==> config.mk <==
export PLATFORM = sky130hd
export DESIGN_NAME = mode_countdown_timer
export DESIGN_NICKNAME = d
export VERILOG_FILES = /design/src/rtl/mode_countdown_timer_pkg.sv /design/src/rtl/mode_countdown_timer_bin8_to_bcd.sv /design/src/rtl/mode_countdown_timer.sv
export SDC_FILE = /design/constraint.sdc
export NUM_CORES = 1
export LEC_CHECK = 0
export BUFFER_PORTS_ARGS = -buffer_cell sky130_fd_sc_hd__buf_2
export CELL_PAD_IN_SITES_DETAIL_PLACEMENT = 0
export CELL_PAD_IN_SITES_GLOBAL_PLACEMENT = 1
export CORE_UTILIZATION = 25
export DETAILED_ROUTE_END_ITERATION = 16
export PLACE_DENSITY_LB_ADDON = 0.1
export RECOVER_POWER = 25
export SYNTH_ARGS = -nofsm -noshare
export SYNTH_HDL_FRONTEND = slang
export SYNTH_HIERARCHICAL = 1
export SYNTH_SLANG_ARGS = --single-unit
==> constraint.sdc <==
create_clock -name clk -period 5.6 [get_ports clk]
set_input_delay 1.12 -clock clk [delete_from_list [all_inputs] [get_ports clk]]
set_output_delay 1.12 -clock clk [all_outputs]
set_load 0.005 [all_outputs]
==> src/rtl/mode_countdown_timer_pkg.sv <==
// Shared definitions for the hood mode countdown timer: mode encodings
// driven by the mode FSM, timer state codes and small width helpers.
package mode_countdown_timer_pkg;

   typedef enum logic [2:0] {
      MODE_STANDBY    = 3'd0,
      MODE_GEAR1      = 3'd1,
      MODE_GEAR2      = 3'd2,
      MODE_HURRICANE  = 3'd3,
      MODE_CLEAN      = 3'd4,
      MODE_INFO_TEMP  = 3'd5,
      MODE_INFO_HOURS = 3'd6,
      MODE_INFO_CUMUL = 3'd7
   } mode_t;

   typedef enum logic [1:0] {
      ST_IDLE     = 2'd0,
      ST_RUN_HUR  = 2'd1,
      ST_RUN_CLN  = 2'd2,
      ST_HUR_DONE = 2'd3
   } timer_state_t;

   localparam int unsigned BCD_W = 4;

   // Counter width able to hold 0..n-1, never narrower than one bit.
   function automatic int unsigned cnt_width(input int unsigned n);
      return (n > 1) ? $clog2(n) : 1;
   endfunction

endpackage

==> src/rtl/mode_countdown_timer_bin8_to_bcd.sv <==
// Combinational 8-bit binary to three-digit BCD converter (double dabble).
module bin8_to_bcd
   import mode_countdown_timer_pkg::*;
(
   input  logic [7:0]       bin,
   output logic [BCD_W-1:0] hundreds,
   output logic [BCD_W-1:0] tens,
   output logic [BCD_W-1:0] ones
);

   logic [19:0] sh;

   // Shift-and-add-3: adjust every BCD column above 4 before each shift.
   always_comb begin
      sh = {12'd0, bin};
      for (int i = 0; i < 8; i++) begin
         if (sh[11:8]  > 4'd4) sh[11:8]  = sh[11:8]  + 4'd3;
         if (sh[15:12] > 4'd4) sh[15:12] = sh[15:12] + 4'd3;
         if (sh[19:16] > 4'd4) sh[19:16] = sh[19:16] + 4'd3;
         sh = sh << 1;
      end
      hundreds = sh[19:16];
      tens     = sh[15:12];
      ones     = sh[11:8];
   end

endmodule

==> src/rtl/mode_countdown_timer.sv <==
// Hurricane / self-clean countdown timer fed by the hood mode FSM.
// Optional feature macro HURRICANE_COOLDOWN_EN: a locked-out hurricane mode
// re-arms after COOLDOWN_S seconds spent continuously in standby. Without it
// the lockout holds until a power cycle.
// dbg_state exposes the timer FSM state for observation.
module mode_countdown_timer
   import mode_countdown_timer_pkg::*;
#(
   parameter int unsigned CLK_HZ      = 100_000_000,
   parameter int unsigned HURRICANE_S = 60,
`ifdef HURRICANE_COOLDOWN_EN
   parameter int unsigned COOLDOWN_S  = 30,
`endif
   parameter int unsigned CLEAN_S     = 180
)
(
   input  logic               clk,
   input  logic               rst,
   input  logic               machine_state,
   input  logic [2:0]         mode_state,
   input  logic               menu_btn,
   output logic               hurricane_mode_enabled,
   output logic               return_state,
   output logic               timer_active,
   output logic [7:0]         remaining_s,
   output logic [BCD_W-1:0]   bcd_h,
   output logic [BCD_W-1:0]   bcd_t,
   output logic [BCD_W-1:0]   bcd_o,
   output logic               done_pulse,
   output timer_state_t       dbg_state
);

   localparam int unsigned     PSC_W    = cnt_width(CLK_HZ);
   localparam logic [PSC_W-1:0] PSC_LAST = PSC_W'(CLK_HZ - 1);

   timer_state_t     state_q, state_d;
   logic [PSC_W-1:0] psc_q, psc_d;
   logic [7:0]       rem_q, rem_d;
   logic             ret_q, ret_d;
   logic             en_q, en_d;
   logic             done_q, done_d;
   logic [2:0]       mode_prev_q;
   logic             menu_prev_q;
   logic             timer_run, psc_run, tick;
   logic             hur_entry, cln_entry, menu_rise;
   logic [BCD_W-1:0] conv_h, conv_t, conv_o;
`ifdef HURRICANE_COOLDOWN_EN
   logic [7:0]       cd_q, cd_d;
`endif

   assign timer_run = (state_q == ST_RUN_HUR) || (state_q == ST_RUN_CLN);
`ifdef HURRICANE_COOLDOWN_EN
   assign psc_run   = timer_run || ((state_q == ST_IDLE) && !en_q);
`else
   assign psc_run   = timer_run;
`endif
   assign tick      = psc_run && (psc_q == PSC_LAST);
   assign hur_entry = (mode_state == MODE_HURRICANE) && (mode_prev_q != MODE_HURRICANE);
   assign cln_entry = (mode_state == MODE_CLEAN) && (mode_prev_q != MODE_CLEAN);
   assign menu_rise = menu_btn && !menu_prev_q;

   // Next-state, countdown and flag logic; power-off overrides everything.
   always_comb begin
      state_d = state_q;
      rem_d   = rem_q;
      ret_d   = ret_q;
      en_d    = en_q;
      done_d  = 1'b0;
      psc_d   = (!psc_run || tick) ? '0 : psc_q + 1'b1;
`ifdef HURRICANE_COOLDOWN_EN
      cd_d    = cd_q;
`endif
      case (state_q)
         ST_IDLE: begin
            if (hur_entry && en_q) begin
               state_d = ST_RUN_HUR;
               rem_d   = 8'(HURRICANE_S);
               ret_d   = 1'b0;
            end else if (cln_entry) begin
               state_d = ST_RUN_CLN;
               rem_d   = 8'(CLEAN_S);
            end
`ifdef HURRICANE_COOLDOWN_EN
            else if (!en_q) begin
               if (mode_state != MODE_STANDBY) begin
                  cd_d  = '0;
                  psc_d = '0;
               end else if (tick) begin
                  if (cd_q == 8'(COOLDOWN_S - 1)) begin
                     en_d = 1'b1;
                     cd_d = '0;
                  end else begin
                     cd_d = cd_q + 1'b1;
                  end
               end
            end
`endif
         end
         ST_RUN_HUR: begin
            if (mode_state != MODE_HURRICANE) begin
               state_d = ST_IDLE;
               rem_d   = '0;
            end else begin
               if (tick) begin
                  if (rem_q == 8'd1) begin
                     rem_d  = '0;
                     done_d = 1'b1;
                  end else begin
                     rem_d  = rem_q - 1'b1;
                  end
               end
               // A press freezes the count unless it lands on the final tick.
               if (menu_rise) begin
                  ret_d   = 1'b1;
                  en_d    = 1'b0;
                  state_d = ST_HUR_DONE;
                  rem_d   = (tick && rem_q == 8'd1) ? 8'd0 : rem_q;
               end else if (tick && rem_q == 8'd1) begin
                  ret_d   = 1'b0;
                  en_d    = 1'b0;
                  state_d = ST_HUR_DONE;
               end
            end
         end
         ST_RUN_CLN: begin
            if (mode_state != MODE_CLEAN) begin
               state_d = ST_IDLE;
               rem_d   = '0;
            end else if (tick) begin
               if (rem_q == 8'd1) begin
                  rem_d   = '0;
                  done_d  = 1'b1;
                  state_d = ST_IDLE;
               end else begin
                  rem_d   = rem_q - 1'b1;
               end
            end
         end
         ST_HUR_DONE: begin
            en_d = 1'b0;
            if (mode_state != MODE_HURRICANE) begin
               ret_d   = 1'b0;
               rem_d   = '0;
               state_d = ST_IDLE;
            end
         end
         default: state_d = ST_IDLE;
      endcase
      if (state_d != state_q) begin
         psc_d = '0;
`ifdef HURRICANE_COOLDOWN_EN
         cd_d  = '0;
`endif
      end
      if (!machine_state) begin
         state_d = ST_IDLE;
         rem_d   = '0;
         ret_d   = 1'b0;
         en_d    = 1'b1;
         done_d  = 1'b0;
         psc_d   = '0;
`ifdef HURRICANE_COOLDOWN_EN
         cd_d    = '0;
`endif
      end
   end

   // State, countdown and edge-detect registers.
   always_ff @(posedge clk or negedge rst) begin
      if (!rst) begin
         state_q     <= ST_IDLE;
         psc_q       <= '0;
         rem_q       <= '0;
         ret_q       <= 1'b0;
         en_q        <= 1'b1;
         done_q      <= 1'b0;
         mode_prev_q <= MODE_STANDBY;
         menu_prev_q <= 1'b0;
`ifdef HURRICANE_COOLDOWN_EN
         cd_q        <= '0;
`endif
      end else begin
         state_q     <= state_d;
         psc_q       <= psc_d;
         rem_q       <= rem_d;
         ret_q       <= ret_d;
         en_q        <= en_d;
         done_q      <= done_d;
         mode_prev_q <= machine_state ? mode_state : MODE_STANDBY;
         menu_prev_q <= machine_state ? menu_btn : 1'b0;
`ifdef HURRICANE_COOLDOWN_EN
         cd_q        <= cd_d;
`endif
      end
   end

   bin8_to_bcd u_bcd (
      .bin      (rem_q),
      .hundreds (conv_h),
      .tens     (conv_t),
      .ones     (conv_o)
   );

   // BCD digits trail remaining_s by one cycle.
   always_ff @(posedge clk or negedge rst) begin
      if (!rst) begin
         bcd_h <= '0;
         bcd_t <= '0;
         bcd_o <= '0;
      end else if (!machine_state) begin
         bcd_h <= '0;
         bcd_t <= '0;
         bcd_o <= '0;
      end else begin
         bcd_h <= conv_h;
         bcd_t <= conv_t;
         bcd_o <= conv_o;
      end
   end

   assign hurricane_mode_enabled = en_q;
   assign return_state           = ret_q;
   assign timer_active           = timer_run;
   assign remaining_s            = rem_q;
   assign done_pulse             = done_q;
   assign dbg_state              = state_q;

endmodule
==> flow_metrics.env <==
export IMPL_clock_skew_ps=11.6
export IMPL_finalSetupViolCount=0
export IMPL_layout_commonest_cell="dfrtp_1"
export IMPL_synthFlopType="dfrtp_1"
export IMPL_power_mw=1.66
export IMPL_avgSynthCellArea_um2=9.27
export IMPL_diodes=0
export IMPL_grt_pass1_wl_um=19200
export IMPL_p_leak_nw=1.86
export IMPL_hold_viol_final=0
export IMPL_met3_usage_pct=2.45
export IMPL_hp_class="reg2reg"
export IMPL_ys_ff_latch=56
export IMPL_ff2ff_setup_slack_ps=620
export IMPL_nFillCells=1760
export IMPL_final_cell_mix="dfrtp_1 (55), buf_2 (31), nor4_1 (30)"
export IMPL_io_buffers=32
export IMPL_synth_top_area_share_pct=32.3
export IMPL_clkTransAtPathRegs_ps=80
export IMPL_clock_root_buffer="clkbuf_16"
export IMPL_grt_usage_pct=13.8
export IMPL_cts_tree="built"
export IMPL_grt_util_met1_pct=19.3
export IMPL_path_class="reg2reg"
export IMPL_syn_inst=460
export IMPL_cp_common_cell="ha_1"
export IMPL_violations="max-capacitance violations, max-slew violations"
export IMPL_setup_slack_ps=624
export IMPL_fin_tns_setup_ps=0
export IMPL_slew_violations=57
export IMPL_top_usage_layer="met2"
export IMPL_async_reset_ff_share_pct=100
export IMPL_place_ws_ps=635
export IMPL_crit_chain="inv_1 -> ha_1 -> inv_1 -> ha_1 -> or2b_1 -> a21o_1 -> a32oi_4 -> o21ai_0 -> o21ai_0 -> ha_1 -> nor2_1 -> o221ai_1 -> o221ai_2 -> a221o_1 -> xnor2_1 -> ha_1 -> o2111ai_2 -> mux2i_1 -> and2_1"
export IMPL_synth_warnings=6
export IMPL_drv_cap=1
export IMPL_ys_types=90
export IMPL_vdd_ir_drop_max_uv=127
export IMPL_synth_edf_count=0
export IMPL_slowest_stage="dfrtp_1"
export IMPL_ys_seq_area_share_pct=32.9
export IMPL_rows=47
export IMPL_drtIter0Drc=197
export IMPL_start_util_pct=25.6
export IMPL_clk_latency_ps=310
export IMPL_synth_top_area_cell="dfrtp_1"
export IMPL_drive_gt1_share_pct=16.4
export IMPL_cp_arrival_ps=5160
export IMPL_h_tree_depth=2
export IMPL_postCtsSetupRepairBufs=0
export IMPL_area_delta_synth_final_pct=9.77
export IMPL_grt_pass1_vias=3532
export IMPL_status="finished, violations left"
export IMPL_dr_total_vias=3529
export IMPL_max_stage_delay_ps=560
export IMPL_gp_congestion=0.722
export IMPL_routed_wl_um=11700
export IMPL_cts_num_sinks=56
export IMPL_rsz0062_at_grt="no"
export IMPL_period_share_pct=88.9
export IMPL_grt_max_degree=57
export IMPL_cts_made_buffers=5
export IMPL_detail_route_antenna_nets=0
export IMPL_end_kind="flip-flop"
export IMPL_route_detailed_drc=0
export IMPL_cts_repair_resized=0
export IMPL_max_slew_margin_pct=-123
export IMPL_wire_per_inst_um=16.8
export IMPL_worst_pin_slew_ps=3350
export IMPL_cp_start_kind="flip-flop"
export IMPL_critical_path_required_ps=5790
export IMPL_hold_buffers=0
export IMPL_cp_max_fo=16
export IMPL_fmax_mhz=201
export IMPL_synthTopCellsByArea="dfrtp_1 (32%), ha_1 (5.3%), nor4_1 (4.4%)"
export IMPL_grt_use_met2_pct=21.8
export IMPL_dpl_hpwl_um=8040
export IMPL_netlist_area_um2=4270
export IMPL_die_w_um=133
export IMPL_die_area_um2=17600
export IMPL_nets=499
export IMPL_path_buf_inv=2
export IMPL_core_area_um2=16600
export IMPL_first_pass_iters=4
export IMPL_clockBufferDepth=2
export IMPL_die_h_um=133
export IMPL_period_needed_ps=4980
export IMPL_cp_top_family="compound AO/OA/AOI/OAI gates"
export IMPL_vias_per_cell=5.08
export IMPL_antenna_found_initial=0
export IMPL_power_density_nw_per_um2=354
export IMPL_ioPinCount=33
export IMPL_fin_hold_ws_ps=502
export IMPL_grt_overflow_total=0
-- cell families (layout without fill, tap and decap cells) --
| logic type | count (synthesis) | in the layout | synth area share (%) |
|---|---|---|---|
| AND/OR/NAND/NOR | 189 | 189 | 26.5 |
| AO/OA/AOI/OAI | 100 | 100 | 18.8 |
| flip-flops | 56 | 56 | 32.9 |
| buffers and inverters | 55 | 69 | 6.83 |
| XOR/XNOR | 33 | 33 | 7.71 |
| adder cells (fa/ha/maj) | 18 | 18 | 5.28 |
| multiplexers | 8 | 8 | 1.91 |
| other | 1 | 2 | 0.0879 |
-- stage by stage --
step / instances / utilization [%] / area, um2
4_1_cts: 695 / 28.2 / 4690
6_report: 695 / 28.1 / 4680
3_3_place_gp: 687 / 27.3 / 4540
2_1_floorplan: 461 / - / 4270
3_5_place_dp: 687 / 27.3 / 4540
5_1_grt: 695 / 28.1 / 4680
-- report_power, final --
part	internal, mW	switching [mW]	total, mW
Sequential	0.436	0.0420	0.478
Clock	0.179	0.166	0.346
Combinational	0.337	0.499	0.836
-- layout make-up --
cell class / count / area [um2] / share of cell area (%)
multi-input combinational: 350 / 2580 / 55.1
clock inverter: 1 / 7.51 / 0.160
sequential: 56 / 1400 / 30.0
tap: 220 / 275 / 5.88
clock buffer: 7 / 143 / 3.05
inverter: 26 / 97.6 / 2.08
timing repair buffer: 35 / 178 / 3.79
-- cell usage after synthesis (3+ instances only) --
master	number
a211oi_1	3
a21o_1	3
a21oi_1	20
a22oi_1	3
a31o_2	3
a31oi_1	4
and2_1	19
and3_1	4
and3b_1	3
and4_1	6
buf_2	5
buf_4	7
buf_6	7
clkbuf_1	9
dfrtp_1	55
ha_1	18
inv_1	24
mux2i_1	7
nand2_1	22
nand2b_1	6
nand3_1	18
nand4_1	13
nor2_1	25
nor2b_1	3
nor3_1	11
nor4_1	30
nor4bb_1	3
o211ai_1	4
o21ai_0	13
o21ai_1	6
o221ai_1	3
o22ai_1	3
or2_2	3
xnor2_1	14
xor2_1	16
-- state kept, by name, summed over array words and instances, names as in the netlist --
name and cells:
bcd_h 4, bcd_o 4, bcd_t 4, dbg_state 2, done_pulse 1, hurricane_mode_enabled 1
menu_prev_q 1, mode_prev_q 3, psc_q 27, remaining_s 8, return_state 1
-- final timing paths --
kind,startpoint,endpoint,cells after the start
worst max register to register,remaining_s[6]$_DFFE_PN0P_,bcd_o[2]$_DFF_PN0_,19
worst min register to register,psc_q[0]$_DFF_PN0_,psc_q[0]$_DFF_PN0_,1
min in group asynchronous,rst,psc_q[15]$_DFF_PN0_,2
max in group asynchronous,rst,bcd_o[2]$_DFF_PN0_,2
worst max-delay path,remaining_s[6]$_DFFE_PN0P_,bcd_o[2]$_DFF_PN0_,19
worst min-delay path,psc_q[0]$_DFF_PN0_,psc_q[0]$_DFF_PN0_,1
-- layer usage --
layer | share of wire (%) | up-vias
met3 | 2.1 | 6
li1 | - | 1723
met5 | 0 | -
met4 | 0.90 | 0
met1 | 51 | 1753
met2 | 46 | 47
No activity file was read; power rests on OpenSTA's default activity.
